--- src/rtl/pc_trace_buffer.sv ---
// Circular PC/instruction trace buffer: captures until a trigger plus POST_TRIG
// samples, freezes, then drains the history oldest-first through a pop port.
module pc_trace_buffer #(
  parameter int unsigned DEPTH     = 16,
  parameter int unsigned DATA_W    = 32,
  parameter int unsigned POST_TRIG = 8
) (
  input  logic                     clk,
  input  logic                     rst,
  input  logic                     cap_valid,
  input  logic [DATA_W-1:0]        cap_pc,
  input  logic [DATA_W-1:0]        cap_inst,
  input  logic                     trig,
  input  logic                     rd_req,
  output logic                     rd_valid,
  output logic [DATA_W-1:0]        rd_pc,
  output logic [DATA_W-1:0]        rd_inst,
  output logic [1:0]               state_o,
  output logic [$clog2(DEPTH):0]   count
);

  localparam int unsigned AW = $clog2(DEPTH);
  localparam int unsigned CW = AW + 1;
  localparam int unsigned EW = 2 * DATA_W;

  typedef enum logic [1:0] {
    ARMED = 2'd0,
    POST  = 2'd1,
    DONE  = 2'd2
  } state_t;

  state_t          state, state_nxt;
  logic [AW-1:0]   wr_ptr, rd_ptr;
  logic [CW-1:0]   post_cnt;
  logic [EW-1:0]   mem [DEPTH];

  logic            wr_en_c, pop_c, full_c, post_last_c, rearm_c;
  logic [EW-1:0]   rd_entry_c;

  assign wr_en_c     = (state != DONE) && cap_valid;
  assign pop_c       = (state == DONE) && rd_req && (count != '0);
  assign full_c      = (count == CW'(DEPTH));
  assign post_last_c = ((post_cnt + CW'(1)) == CW'(POST_TRIG));
  assign rearm_c     = pop_c && (count == CW'(1));
  assign rd_entry_c  = mem[rd_ptr];
  assign state_o     = 2'(state);

  // State register
  always_ff @(posedge clk or posedge rst) begin
    if (rst) state <= ARMED;
    else     state <= state_nxt;
  end

  // Next-state logic
  always_comb begin
    state_nxt = state;
    case (state)
      ARMED: if (trig) state_nxt = (POST_TRIG == 0) ? DONE : POST;
      POST:  if (cap_valid && post_last_c) state_nxt = DONE;
      DONE:  if (rearm_c) state_nxt = ARMED;
      default: state_nxt = ARMED;
    endcase
  end

  // Storage: no reset, contents are meaningless until written
  always_ff @(posedge clk) begin
    if (wr_en_c) mem[wr_ptr] <= {cap_pc, cap_inst};
  end

  // Pointers, occupancy and post-trigger counter; a write into a full buffer drops the oldest
  always_ff @(posedge clk or posedge rst) begin
    if (rst) begin
      wr_ptr   <= '0;
      rd_ptr   <= '0;
      count    <= '0;
      post_cnt <= '0;
    end else begin
      if (wr_en_c) begin
        wr_ptr <= wr_ptr + AW'(1);
        if (full_c) rd_ptr <= rd_ptr + AW'(1);
        else        count  <= count + CW'(1);
      end else if (pop_c) begin
        rd_ptr <= rd_ptr + AW'(1);
        count  <= count - CW'(1);
      end
      if (state == POST && cap_valid) post_cnt <= post_cnt + CW'(1);
      else if (rearm_c)               post_cnt <= '0;
    end
  end

  // Read port: one-cycle latency, data holds between pops
  always_ff @(posedge clk or posedge rst) begin
    if (rst) begin
      rd_valid <= 1'b0;
      rd_pc    <= '0;
      rd_inst  <= '0;
    end else begin
      rd_valid <= pop_c;
      if (pop_c) begin
        rd_pc   <= rd_entry_c[EW-1:DATA_W];
        rd_inst <= rd_entry_c[DATA_W-1:0];
      end
    end
  end

endmodule

--- config.mk ---
export PLATFORM = sky130hd
export DESIGN_NAME = pc_trace_buffer
export DESIGN_NICKNAME = d
export VERILOG_FILES = /design/src/rtl/pc_trace_buffer.sv
export SDC_FILE = /design/constraint.sdc
export NUM_CORES = 1
export LEC_CHECK = 0
export ABC_AREA = 1
export BUFFER_PORTS_ARGS = -buffer_cell sky130_fd_sc_hd__buf_4
export CORE_UTILIZATION = 50
export DETAILED_ROUTE_END_ITERATION = 8
export GPL_TIMING_DRIVEN = 1
export PLACE_DENSITY = 0.66
export SETUP_SLACK_MARGIN = 0.1
export SYNTH_ARGS = -nofsm -noshare
export SYNTH_HDL_FRONTEND = slang
export SYNTH_SLANG_ARGS = --single-unit
--- constraint.sdc ---
create_clock -name clk -period 5.1 [get_ports clk]
set_clock_uncertainty 0.2 [all_clocks]
set_input_delay 1.02 -clock clk [delete_from_list [all_inputs] [get_ports clk]]
set_output_delay 1.02 -clock clk [all_outputs]
set_load 0.005 [all_outputs]
==> results.json, run 1 <==
{
  "instances_no_fill": 5105,
  "vdd_drop_max_uv": 434,
  "cts_resized": 0,
  "worstPathRequired_ns": 5.51,
  "antenna_left": 0,
  "yosysWarnings": 0,
  "fp.dieArea_um2": 89700,
  "clk_transition_reported_paths_ns": 0.06,
  "grt_util_met3_pct": 4.63,
  "top_usage_layer": "met2",
  "synth.area.top_cells": "edfxtp_1 70%, nand2_1 13%, nand3_1 8.2%, dfrtp_1 4.8%, buf_2 1.5%",
  "place_inst": 4892,
  "rsz0062_at_grt": "false",
  "max_freq_ghz": 0.305,
  "setup_violations": 0,
  "status": "finished, final reports clean",
  "syn_nets": 3841,
  "synthTopCellsByCount": "1,577 x nand2_1, 1,024 x edfxtp_1, 724 x nand3_1",
  "path_delay_family": "buffers and inverters",
  "async_flop_share_pct": 7.66,
  "synth_area_um2": 44200,
  "hp-class": "flop to flop",
  "drive_above_1_share_pct": 9.97,
  "die_x_um": 299,
  "cts_tree": "yes",
  "path_cells": "inv_6 > buf_4 > nand3_1 > nand2_1 > nand2_1 > nand2_1 > nand2_1 > nand2_1",
  "grt_usage_pct": 23.8,
  "antenna_found_initial": 7,
  "grt_pass1_wl_um": 163000,
  "clock-root-buffer": "clkbuf_16",
  "initial_core_util_pct": 50.8,
  "netlist.area_leader.share_pct": 69.5,
  "crit_type": "flop to flop",
  "worstPathArrival_ns": 3.69,
  "nFillCells": 6947,
  "gp_congestion": 0.752,
  "cp_num_buf_inv": 2,
  "boundaryPins": 141,
  "hold_viol_final": 0,
  "crit_top_cell": "nand2_1",
  "clock_latency_ns": 0.68,
  "drv_slew": 0,
  "diodes": 0,
  "postCtsSetupBuffers": 0,
  "tns_ns": 0,
  "ys_types": 22,
  "yosysSeqAreaShare_pct": 74.3,
  "synth_edf_count": 1024,
  "period_share_pct": 64.2,
  "firstDrtPassIters": 5,
  "gr-usage-met2_pct": 39.0,
  "wl_per_cell_um": 20.8,
  "drt_iter0_drc": 2716,
  "synth_area_leader_cell": "edfxtp_1",
  "ys_ff_latch": 1109,
  "grt_pass1_vias": 27400,
  "critPathMaxStageDelay_ns": 0.76,
  "synthCells": 3761,
  "final_nets": 3931,
  "drt-total-wl_um": 106000,
  "core_area_um2": 87200,
  "cts_num_sinks": 1109,
  "slew_headroom_pct": 16.8,
  "place_ws_ns": 1.49,
  "vias_per_cell": 5.54,
  "vias": 28300,
  "synth_ff_type": "edfxtp_1",
  "grt_max_degree": 218,
  "syn_area_per_cell_um2": 11.8,
  "max_cap_viol_count": 0,
  "h-tree-depth": 3,
  "cp-end-kind": "flop",
  "post-route-min-period_ns": 3.27,
  "holdBufCountCts": 0,
  "hpwl_um": 54300,
  "cp_max_fo": 81,
  "cts_buffers": 112,
  "die_height_um": 299,
  "numPortBuffers": 140,
  "grtUsageMet1_pct": 32.9,
  "overflow": 0,
  "critPathLaunchType": "flop",
  "layout_setup_ws_ns": 1.83,
  "std_cell_rows": 108,
  "drc": 0,
  "power_density_nw_per_um2": 546,
  "tightest_slew_ns": 1.25,
  "syn_to_final_growth_pct": 13.1,
  "leakage_nw": 19.1,
  "cp_slowest_cell": "dfrtp_4",
  "yosysMostFrequentCell": "nand2_1",
  "clk_path_buf_depth": 3
}
[worst paths after layout]
kind                           start    endpoint  slack [ns]  cells after the start
min in group asynchronous        rst    rd_pc[4]        0.35                      2
max reg2reg                rd_ptr[2]    rd_pc[5]        1.83                      8
max in group asynchronous        rst  rd_inst[3]        3.36                      3
min                         rd_pc[0]    rd_pc[0]        0.28                      2
min reg2reg                 rd_pc[0]    rd_pc[0]        0.28                      2
max                        rd_ptr[2]    rd_pc[5]        1.83                      8
[worst min-delay path, cell delays in order, from the launching register on]
cell and delay (ns):
dfrtp_1 0.34, nand2_1 0.05, nand2_1 0.05
[flip-flops by register name, indices dropped and copies added (netlist names)]
signal and cells:
mem 1024, post_cnt 5, rd_inst 32, wr_ptr 4, rd_pc 32, rd_valid 1
state_o 2, rd_ptr 4, count 5
[power by group]
group | leakage, nW | total [mW] | internal, mW | switching, mW
Clock | 1.78 | 8.02 | 4.62 | 3.40
Sequential | 10.4 | 11.3 | 10.9 | 0.420
Combinational | 6.88 | 7.98 | 2.23 | 5.74
Total | 19.1 | 27.3 | 17.8 | 9.56
[metrics by stage]
step                      total power, mW  cell area, µm²  utilization (%)  hold slack (ns)
after floorplan                      16.9           44200                -            0.272
after global placement               19.4           46400             53.3            0.270
after detailed placement             19.5           46400             53.3            0.269
after CTS                            27.5           50000             57.4            0.285
after global routing                 28.8           50000             57.4            0.294
final                                27.3           50000             57.4            0.280
[metal layers]
layer | share of wire [%] | vias up | wire length [µm]
li1 | - | 13200 | -
met1 | 42 | 13800 | 44700
met2 | 48 | 1036 | 51000
met3 | 7.7 | 178 | 8110
met4 | 1.9 | 14 | 2020
met5 | 0.079 | - | 84
[area by class of cell]
class | count | area, µm² | area share, %
timing repair buffer | 196 | 1660 | 3.32
sequential | 1109 | 32900 | 65.7
clock buffer | 148 | 3060 | 6.11
inverter | 25 | 120 | 0.240
clock inverter | 65 | 568 | 1.14
tap | 1155 | 1450 | 2.89
multi-input combinational | 2407 | 10300 | 20.6
[cell families after synthesis]
kind of cell / Yosys count / synth area share [%]
and+or+nand+nor: 2336 / 21.9
DFF: 1109 / 74.3
xor gates and xnor gates: 9 / 0.178
adders and majority gates: 11 / 0.311
AOI/OAI and AO/OA: 51 / 0.583
buffers and inverters: 245 / 2.69
[placed cells by master (no fill, tap or decap), drive strengths merged]
master	n
a21oi	40
o21ai	10
nand3b	1
clkinv	53
nand3	724
clkinvlp	4
inv	25
edfxtp	1024
nor2	28
bufinv	8
clkbuf	148
o31ai	1
nand4	5
buf	196
nand2	1578
dfrtp	85
xor2	9
ha	11
No activity file was read; power rests on OpenSTA's default activity.
==> run 2: changes to the inputs <==
clock period = 3.2 ns   (was 5.1 ns; I/O delays follow)
==> results.json, run 2 (synthesis gave the netlist of run 1 again) <==
{
  "final_nets": 3962,
  "place_ws_ns": 0.407,
  "dr_wl_met3_um": 8410,
  "worstRegToRegCells": 6,
  "grt_max_degree": 162,
  "vdd_drop_max_uv": 689,
  "reg2reg_slack_ns": 0.65,
  "layout_setup_ws_ns": 0.647,
  "overflow": 0,
  "leakage_nw": 19.2,
  "period_share_pct": 79.8,
  "antenna_left": 0,
  "initial_core_util_pct": 50.8,
  "post-route-min-period_ns": 2.55,
  "clock-root-buffer": "clkbuf_16",
  "h-tree-depth": 3,
  "tightest_slew_ns": 1.27,
  "cts_resized": 0,
  "clock_latency_ns": 0.68,
  "boundaryPins": 141,
  "core_area_um2": 87200,
  "reg_top3": "mem (1024), rd_inst (32), rd_pc (32)",
  "cts_num_sinks": 1109,
  "worstPathArrival_ns": 2.65,
  "reg2reg_to": "mem[13][55]",
  "crit_type": "flop to flop",
  "rr_startpoint": "state_o[1]",
  "fin_hold_ws_ns": 0.0457,
  "numPortBuffers": 140,
  "fp.dieArea_um2": 89700,
  "cp-end-kind": "flop",
  "cp-startpoint": "state_o[1]",
  "wl_met1_um": 46100,
  "status": "finished, final reports clean",
  "vias_per_cell": 5.54,
  "die_x_um": 299,
  "hold_viol_final": 0,
  "largest_register": "mem",
  "drt_iter0_drc": 2863,
  "endpoint": "mem[13][55]",
  "wl_per_cell_um": 21.1,
  "drt-total-wl_um": 109000,
  "power_density_nw_per_um2": 864,
  "cts_buffers": 113,
  "hp-start": "cap_inst[17]",
  "hp-class": "input pin to flop",
  "drc": 0,
  "clk_transition_reported_paths_ns": 0.06,
  "slew_headroom_pct": 15.3,
  "top_layer": "met5",
  "final_cell_mix": "1,576 x nand2_1, 1,024 x edfxtp_1, 724 x nand3_1",
  "p_total_mw": 43.6,
  "drv_slew": 0,
  "wl_met2_um": 52100,
  "max_cap_viol_count": 0,
  "grt_pass1_vias": 27300,
  "vias": 28500,
  "die_height_um": 299,
  "drive_above_1_share_pct": 9.92,
  "syn_to_final_growth_pct": 14.1,
  "max_freq_ghz": 0.392,
  "hpwl_um": 56900,
  "cts_tree": "yes",
  "grt_pass1_wl_um": 166000,
  "std_cell_rows": 108,
  "rsz0062_at_grt": "false",
  "largest_reg_flops": 1024,
  "clk_path_buf_depth": 3,
  "final_common_cell": "nand2_1",
  "gp_congestion": 0.775,
  "firstDrtPassIters": 5,
  "antenna_found_initial": 6,
  "grt_usage_pct": 24.4,
  "worstPathRequired_ns": 3.30,
  "cp_max_fo": 26,
  "critPathLaunchType": "flop",
  "setup_violations": 0
}
## run 2: changes by cell type in the layout (fill, tap and decap cells not counted), moves of 3 or more
cell       before  now
buf_12         15   44
clkinv_1       20   17
clkbuf_1       25   55
clkinv_8        4    1
clkinv_2       28    9
bufinv_16       8    4
## run 2: worst min path at each step
| stage | end | slack, ns | cells past startpoint |
|---|---|---|---|
| finish | mem[12][17] | 0.05 | 1 |
| global route | mem[12][17] | 0.05 | 1 |
| CTS | mem[12][17] | 0.01 | 1 |
| detailed placement | rd_pc[21] | 0.27 | 2 |
| global placement | rd_pc[15] | 0.26 | 2 |
| floorplan | rd_inst[0] | 0.27 | 2 |
## run 2: routing by layer
layer / global-route usage, % / up-vias
met5: 0 / -
met4: 6.52 / 10
met3: 3.36 / 148
met2: 39.6 / 1122
met1: 35.0 / 13900
li1: - / 13300
## run 2: metrics by stage
stage / utilization [%] / cell area (µm²) / setup TNS (ns) / instances
final: 57.9 / 50500 / 0 / 5136
after global routing: 57.9 / 50500 / 0 / 5136
after CTS: 57.9 / 50500 / 0 / 5135
after detailed placement: 53.9 / 47000 / 0 / 4920
after global placement: 53.9 / 47000 / 0 / 4920
after floorplan: - / 44300 / -188.79 / 3761
## run 2: repair_timing
action	in CTS	in global routing
hold buffers	2	0
endpoints found under the hold margin	48	0
buffers inserted	0	0
## run 2: critical path: stages, from the launching register on
cell and delay, ns:
dfrtp_1 0.40, nand2_1 0.14, nand2_2 0.08, inv_1 0.30, nand2_1 0.34, nor2_4 0.21, buf_4 0.47
## run 2: final cells by class
cell class                      instances  area, µm²
Clock inverter                         37        333
Clock buffer                          176       3140
Timing Repair Buffer                  226       2250
Fill cell                            6992      36700
Sequential cell                      1109      32900
Antenna cell                            1       2.50
Multi-Input combinational cell       2407      10300
Inverter                               25        121
Tap cell                             1155       1450
## run 2: report_power, final
group	internal, mW	total, mW	switching, mW
logic	3.86	13.3	9.41
registers	17.4	17.9	0.570
clock network	7.07	12.4	5.34
